### src/rtl/fifo_wr_arbiter_pkg.sv
// Shared arbiter definitions: lock state encodings and index helpers.
// Used by fifo_wr_arbiter and its round-robin picker.
package fifo_wr_arbiter_pkg;

    localparam logic IDLE   = 1'b0;
    localparam logic LOCKED = 1'b1;

    // Width of an index field able to hold 0..n-1 (at least 1 bit).
    function automatic int clog2(input int n);
        int r;
        r = 0;
        for (int i = 0; i < 31; i++) begin
            if ((1 << i) < n) begin
                r = i + 1;
            end
        end
        return (r == 0) ? 1 : r;
    endfunction

    // Increment modulo n with an explicit wrap, so non-power-of-2 n is safe.
    function automatic int wrap_inc(input int idx, input int n);
        return (idx == n - 1) ? 0 : idx + 1;
    endfunction

endpackage

### src/rtl/fifo_wr_arbiter_rr_pick.sv
// Round-robin picker: first requester at or after rr_ptr, scanning mod N.
// Purely combinational; no state, no backpressure of its own.
// Caller decides whether the pick is actually granted.
module rr_pick #(
    parameter int N  = 4,
    parameter int NW = 2
) (
    input  logic [N-1:0]  req,
    input  logic [NW-1:0] rr_ptr,
    output logic [N-1:0]  pick,
    output logic [NW-1:0] idx,
    output logic          any
);

    int j;

    always_comb begin
        pick = '0;
        idx  = '0;
        any  = 1'b0;
        j    = 0;
        for (int k = 0; k < N; k++) begin
            j = int'(rr_ptr) + k;
            if (j >= N) begin
                j = j - N;
            end
            if (!any && req[j]) begin
                any     = 1'b1;
                idx     = NW'(j);
                pick[j] = 1'b1;
            end
        end
    end

endmodule

### src/rtl/fifo_wr_arbiter.sv
// Packet-aware round-robin arbiter sharing one fifo write port among N requesters.
// Zero latency: grant/fifo_wr/fifo_w_data are combinational from state and inputs.
// fifo_full blocks all grants and freezes state; a locked owner stalls others until its last beat.
module fifo_wr_arbiter
    import fifo_wr_arbiter_pkg::*;
#(
    parameter int N = 4,
    parameter int B = 8,
    localparam int NW = clog2(N)
) (
    input  logic          clk,
    input  logic          reset,
    input  logic [N-1:0]  req,
    input  logic [N-1:0]  last,
    input  logic [N*B-1:0] data,
    output logic [N-1:0]  grant,
    input  logic          fifo_full,
    output logic          fifo_wr,
    output logic [B-1:0]  fifo_w_data,
    output logic          busy,
    output logic [NW-1:0] owner
);

    logic          state;
    logic [NW-1:0] rr_ptr;
    logic [N-1:0]  pick;
    logic [NW-1:0] pick_idx;
    logic          pick_any;
    logic [NW-1:0] sel;

    rr_pick #(.N(N), .NW(NW)) u_pick (
        .req    (req),
        .rr_ptr (rr_ptr),
        .pick   (pick),
        .idx    (pick_idx),
        .any    (pick_any)
    );

    // While locked, only the owner can win, and only when it presents a beat.
    always_comb begin
        grant = '0;
        if (!reset && !fifo_full) begin
            if (state == IDLE) begin
                grant = pick;
            end else begin
                grant[owner] = req[owner];
            end
        end
    end

    assign fifo_wr     = |grant;
    assign sel         = (state == IDLE && fifo_wr) ? pick_idx : owner;
    assign fifo_w_data = data[int'(sel)*B +: B];
    assign busy        = (state == LOCKED);

    always_ff @(posedge clk) begin
        if (reset) begin
            state  <= IDLE;
            rr_ptr <= '0;
            owner  <= '0;
        end else if (fifo_wr) begin
            if (state == IDLE) begin
                owner <= pick_idx;
                if (last[pick_idx]) begin
                    rr_ptr <= NW'(wrap_inc(int'(pick_idx), N));
                end else begin
                    state <= LOCKED;
                end
            end else if (last[owner]) begin
                state  <= IDLE;
                rr_ptr <= NW'(wrap_inc(int'(owner), N));
            end
        end
    end

    logic unused_any;
    assign unused_any = pick_any;

endmodule

### config.mk
export PLATFORM = sky130hd
export DESIGN_NAME = fifo_wr_arbiter
export DESIGN_NICKNAME = d
export VERILOG_FILES = /design/src/rtl/fifo_wr_arbiter_pkg.sv /design/src/rtl/fifo_wr_arbiter_rr_pick.sv /design/src/rtl/fifo_wr_arbiter.sv
export SDC_FILE = /design/constraint.sdc
export NUM_CORES = 1
export LEC_CHECK = 0
export BUFFER_PORTS_ARGS = -buffer_cell sky130_fd_sc_hd__buf_2
export CAP_MARGIN = 20
export CORE_MARGIN = 2
export CORE_UTILIZATION = 42
export DETAILED_ROUTE_END_ITERATION = 8
export PLACE_DENSITY = 0.78
export SLEW_MARGIN = 20
export SYNTH_ARGS = -nofsm -noshare
export SYNTH_HDL_FRONTEND = slang
export SYNTH_SLANG_ARGS = --single-unit
### constraint.sdc
create_clock -name clk -period 3.4 [get_ports clk]
set_input_delay 0.17 -clock clk [delete_from_list [all_inputs] [get_ports clk]]
set_output_delay 0.17 -clock clk [all_outputs]
set_load 0.01 [all_outputs]
* Word level (Yosys, flattened, before mapping)
Index checks and enable logic that the tools add are counted.
Word-level totals: register bits after elaboration 5, bits of input ports 43, output and inout port bits 16, logic and storage cells 109
Cells by class: add/sub/neg operators 9, $lt $le $gt $ge 15, equal/unequal tests 3, shift operators 1, muxes and demuxes 54, bitwise logic cells 5, reduce and logical (&&, ||, !) cells 19
Operator list (count):
- >= comparator 32 x 1 -> 1 bit (second input constant) | 4
- < comparator 32 x 4 -> 1 bit (second input constant) | 4
- two-way mux 32 bit | 4
- >= comparator 32 x 4 -> 1 bit (second input constant) | 3
- subtractor 32 x 4 -> 32 bit (second input constant) | 3
- variable part select 32 x 6 -> 8 bit | 1
- two-way mux 4 bit | 6
- two-way mux 1 bit | 22
- two-way mux 2 bit | 10
- binary-select mux 1 bit (select 2 bit) | 7
- OR 4 bit | 3
- demux 1 bit (select 2 bit) | 5
- logical AND 1 bit | 10
- adder 2 x 2 -> 3 bit (second input constant) | 2
- < comparator 2 x 3 -> 1 bit (second input constant) | 2
- logical NOT 1 bit | 5
- adder 2 x 1 -> 2 bit (second input constant) | 2
- AND 4 bit | 1
- == test 2 x 1 -> 1 bit (second input constant) | 2
- OR reduction 4 bit | 1
- subtractor 2 x 3 -> 4 bit (second input constant) | 1
- adder 2 x 1 -> 3 bit (second input constant) | 1
- >= comparator 2 x 3 -> 1 bit (second input constant) | 1
- AND reduction 3 bit | 1
- other kinds (5) | 5

* Depth between registers and ports, before layout
word-level depth 21, gate-level depth with buffers 14, mapped depth without buffers 10

* Hierarchy
From an unflattened synthesis, not the netlist that was laid out.
Second synthesis, totals: cells, all modules 226, area, all modules 1762.9 sq um
Modules (own cells, without submodules):
- fifo_wr_arbiter | instances 1, cells an instance 178, area an instance 1303.8 sq um, sequential area each 100.1 sq um
- rr_pick | instances 1, cells an instance 48, area an instance 459.2 sq um, sequential area each 0.0 sq um

* Worst setup path before layout
OpenSTA, ideal clock, no wires.
path type register to output, start point register rr_ptr[0], end point output fifo_w_data[0], arrival time 3.263 ns, data required time 3.230 ns, setup slack -0.033 ns, stages on the path, launching flop included 15, path buffers 4, cell sequence dfxtp_1 > buf_6 > inv_2 > ha_1 > buf_6 > mux4_2 > nand3b_1 > a221oi_1 > a221oi_2 > a41oi_2 > mux2_4 > buf_12 > buf_12 > mux2i_1 > mux2i_1
On the way: longest elaborated chain between the ends 21, elaborated cells between the ends (all ways) 73, classes of those cells add/sub (7); order compare (12); shift (1); mux (38); bitwise (3); reduce/logical (12)
Ends and longest elaborated chain:
- start: declaration | line fifo_wr_arbiter.sv:25 | logic [NW-1:0] rr_ptr;
- start signal: assignment | line fifo_wr_arbiter.sv:65 | rr_ptr <= NW'(wrap_inc(int'(pick_idx), N));
- start signal: assignment | line fifo_wr_arbiter.sv:71 | rr_ptr <= NW'(wrap_inc(int'(owner), N));
- parallel branches: the longest is 19 deep, another holds subtractor 32 x 4 -> 32 bit
- two-way mux 2 bit (*) | line fifo_wr_arbiter.sv:52 | assign sel = (state == IDLE && fifo_wr) ? pick_idx : owner;
- variable part select 32 x 6 -> 8 bit (*) | line fifo_wr_arbiter.sv:53 | assign fifo_w_data = data[int'(sel)*B +: B];
- end: declaration | line fifo_wr_arbiter.sv:19 | output logic [B-1:0] fifo_w_data,
Mark *: on every way between the ends. The select of a mux whose other input is x is not followed.

* Worst setup path after layout
start point register rr_ptr[1], end point output fifo_w_data[7]
Same word-level chain as after synthesis.

==> impl_metrics.toml <==
[yosys]
synth_edf_count = 0
yosysUniqueCellTypes = 37
syn_inst = 134
yosys_register_bits = 5
async_flop_share_pct = 0
yosys_warnings = 0
netlist_area_sq_um = 1212
yosysSeqAreaShare_pct = 8.256
yosys_most_used_dff = "dfxtp_1"
synth_nets = 186
syn_avg_cell_area_sq_um = 9.048

[routing]
vias = 1325
routed_wl_mm = 3.422
ant_nets = 0
viasPerCell = 5.736
detail_route.wl_per_cell_um = 14.81
first_pass_iters = 4
drc = 0
drtIter0Drc = 32

[placed_design]
gp_congestion = 0.7704
dpl.hpwl_mm = 2.486
postPlaceCellArea_sq_um = 1508
io_buffers = 58
placedCellCount = 219

[global_route]
grt_max_degree = 12
busiest_layer = "met2"
met3_usage_pct = 2.902
grt_first_pass_wirelength_mm = 5.671
first_global_vias = 1293
grt_use_met2_pct = 35.71
antenna_found_initial = 0
grtUsageTotal_pct = 21.13
grt.overflow.total = 0
grt_util_met1_pct = 27.86

[clocking]
ctsHtreeMaxLevel = 1
clockBufferDepth = 2
cts_buffers = 3
cts_root_buf = "clkbuf_4"
cts.sinks = 5
clkSlewWorstSetupHoldPaths_ns = 0.05
cts_tree = "built"
clk_latency_ns = 0.24

[timing]
hold_viol = 0
rsz0062_at_grt = "yes"
tightest_slew_ns = 0.5423
period_needed_ns = 3.421
min_period_over_period_pct = 100.6
final_max_slew_viol_count = 0
worst_slack_ns = -0.02125
skew_ns = 0.004325
slew_headroom_pct = 63.85
fin_tns_setup_ns = -0.09238
max_freq_ghz = 0.2923
setup_viol_count_final = 7

[power]
peakVddDrop_mv = 0.4658
powerDensity_nw_per_um2 = 630.7
leakage_nw = 0.8310

[worst_setup_path]
cp-start-kind = "flip-flop"
crit_arrival_ns = 3.25
cp-end-kind = "output pin"
rrSetupSlack_ns = 0.54
critPathRequiredTime_ns = 3.23
crit_fanout = 5
worstSetupPathType = "flip-flop to output pin"

[floorplan]
rows = 19
io_pins = 59
dieArea_sq_um = 3332
die_x_um = 57.73
core_area_sq_um = 2758
initial_core_util_pct = 43.97
die_height_um = 57.73

[finish]
area_growth_syn_to_layout_pct = 36.53
num-nets-final = 253
final_cell_count_no_fill = 231
final_cell_area_sq_um = 1655
n_antenna_cell = 0
final_layout_size_suffix_gt1_share_pct = 48.00

[run_status]
violations = "negative setup slack"
status = "finished with violations"

[run]
drv_cap = 0

[hold_path]
hold_class = "primary input to flip-flop"
final cells by class:
class / count / area (sq um)
Fill cell: 238 / 1102
Multi-Input combinational cell: 109 / 1071
Timing Repair Buffer: 67 / 357.8
Sequential cell: 5 / 102.6
Inverter: 15 / 58.81
Tap cell: 31 / 38.79
Clock buffer: 4 / 26.28
cells by family (layout without fill, tap and decap cells):
group	Yosys count	in the layout	share of synthesized area, %
flops	5	5	8.256
compound gates	29	29	21.05
buf+inv	23	86	11.45
mux	33	36	33.95
fa+ha+maj	9	9	9.288
simple gates	35	35	16.00
state kept, by name, indices dropped and copies added, names as in the netlist:
signal and count:
owner 2, rr_ptr 2, busy 1
placed cells by master (no fill, tap or decap), types with 2 or more instances in the layout:
cell type,instances
a211oi_1,2
a21oi_1,5
a221oi_2,9
and3_1,8
buf_2,58
buf_4,9
clkbuf_4,3
dfxtp_1,3
dfxtp_2,2
ha_1,8
inv_1,13
mux2_4,3
mux2i_1,25
mux4_2,6
nand2_1,5
nand3b_1,5
nor2_1,9
nor3_1,2
o21ai_0,2
layer usage:
layer / up-vias / wire [um]
li1: 648 / -
met1: 626 / 1433
met3: 2 / 176
met2: 49 / 1796
met4: 0 / 16
met5: - / 0
through the flow:
step | hold WS (ns) | power [W] | setup WS (ns) | utilization (%)
2_1_floorplan | 0.2416 | 0.0007180 | 0.007537 | -
3_3_place_gp | 0.4179 | 0.0008577 | 0.2179 | 54.67
3_5_place_dp | 0.4242 | 0.0008715 | 0.1325 | 54.67
4_1_cts | 0.1634 | 0.001028 | -0.02387 | 59.39
5_1_grt | 0.1735 | 0.001128 | -0.2010 | 60.03
6_report | 0.1729 | 0.001044 | -0.02125 | 60.03
where the power goes:
part	total (W)	internal [W]	switching (W)
logic	0.000868	0.000415	0.000452
registers	0.000107	0.0000776	0.0000289
clock network	0.0000696	0.0000444	0.0000251
Yosys cell counts, drive strengths merged (2+ instances only):
master / count / area (sq um)
nand3b: 5 / 37.54
mux2: 2 / 26.27
a211oi: 2 / 15.01
mux2i: 25 / 250.2
nand2: 5 / 18.77
o21ai: 2 / 10.01
mux4: 6 / 135.1
dfxtp: 5 / 100.1
a221oi: 9 / 110.1
a21oi: 6 / 30.03
inv: 15 / 56.30
ha: 9 / 112.6
nor3: 2 / 10.01
buf: 8 / 82.58
and3: 8 / 50.05
nor2: 9 / 33.78
worst paths after layout:
path                  start             end  depth (start not counted)
setup / recovery  rr_ptr[1]  fifo_w_data[7]                         11
setup reg to reg  rr_ptr[1]        owner[1]                          9
hold / removal        reset       rr_ptr[1]                          2
hold reg to reg   rr_ptr[0]       rr_ptr[0]                          3
what timing repair did:
action                     CTS  global route
resized for setup            7             2
setup endpoints to repair    8             8
hold buffers                 0             0
gates cloned                 3             0
pin swaps                    3             2
setup buffers                4             1
hold endpoints to repair     0             0
critical path, stage by stage, from the launching register on:
cell and delay (ns):
dfxtp_2 0.33, inv_2 0.06, ha_4 0.28, mux4_1 0.65, a21oi_1 0.22, a221oi_2 0.08
a221oi_2 0.27, a41oi_2 0.27, mux2_4 0.42, mux2i_1 0.13, mux2i_1 0.14, buf_2 0.15
Note: power is estimated with default switching activity, not from simulation.
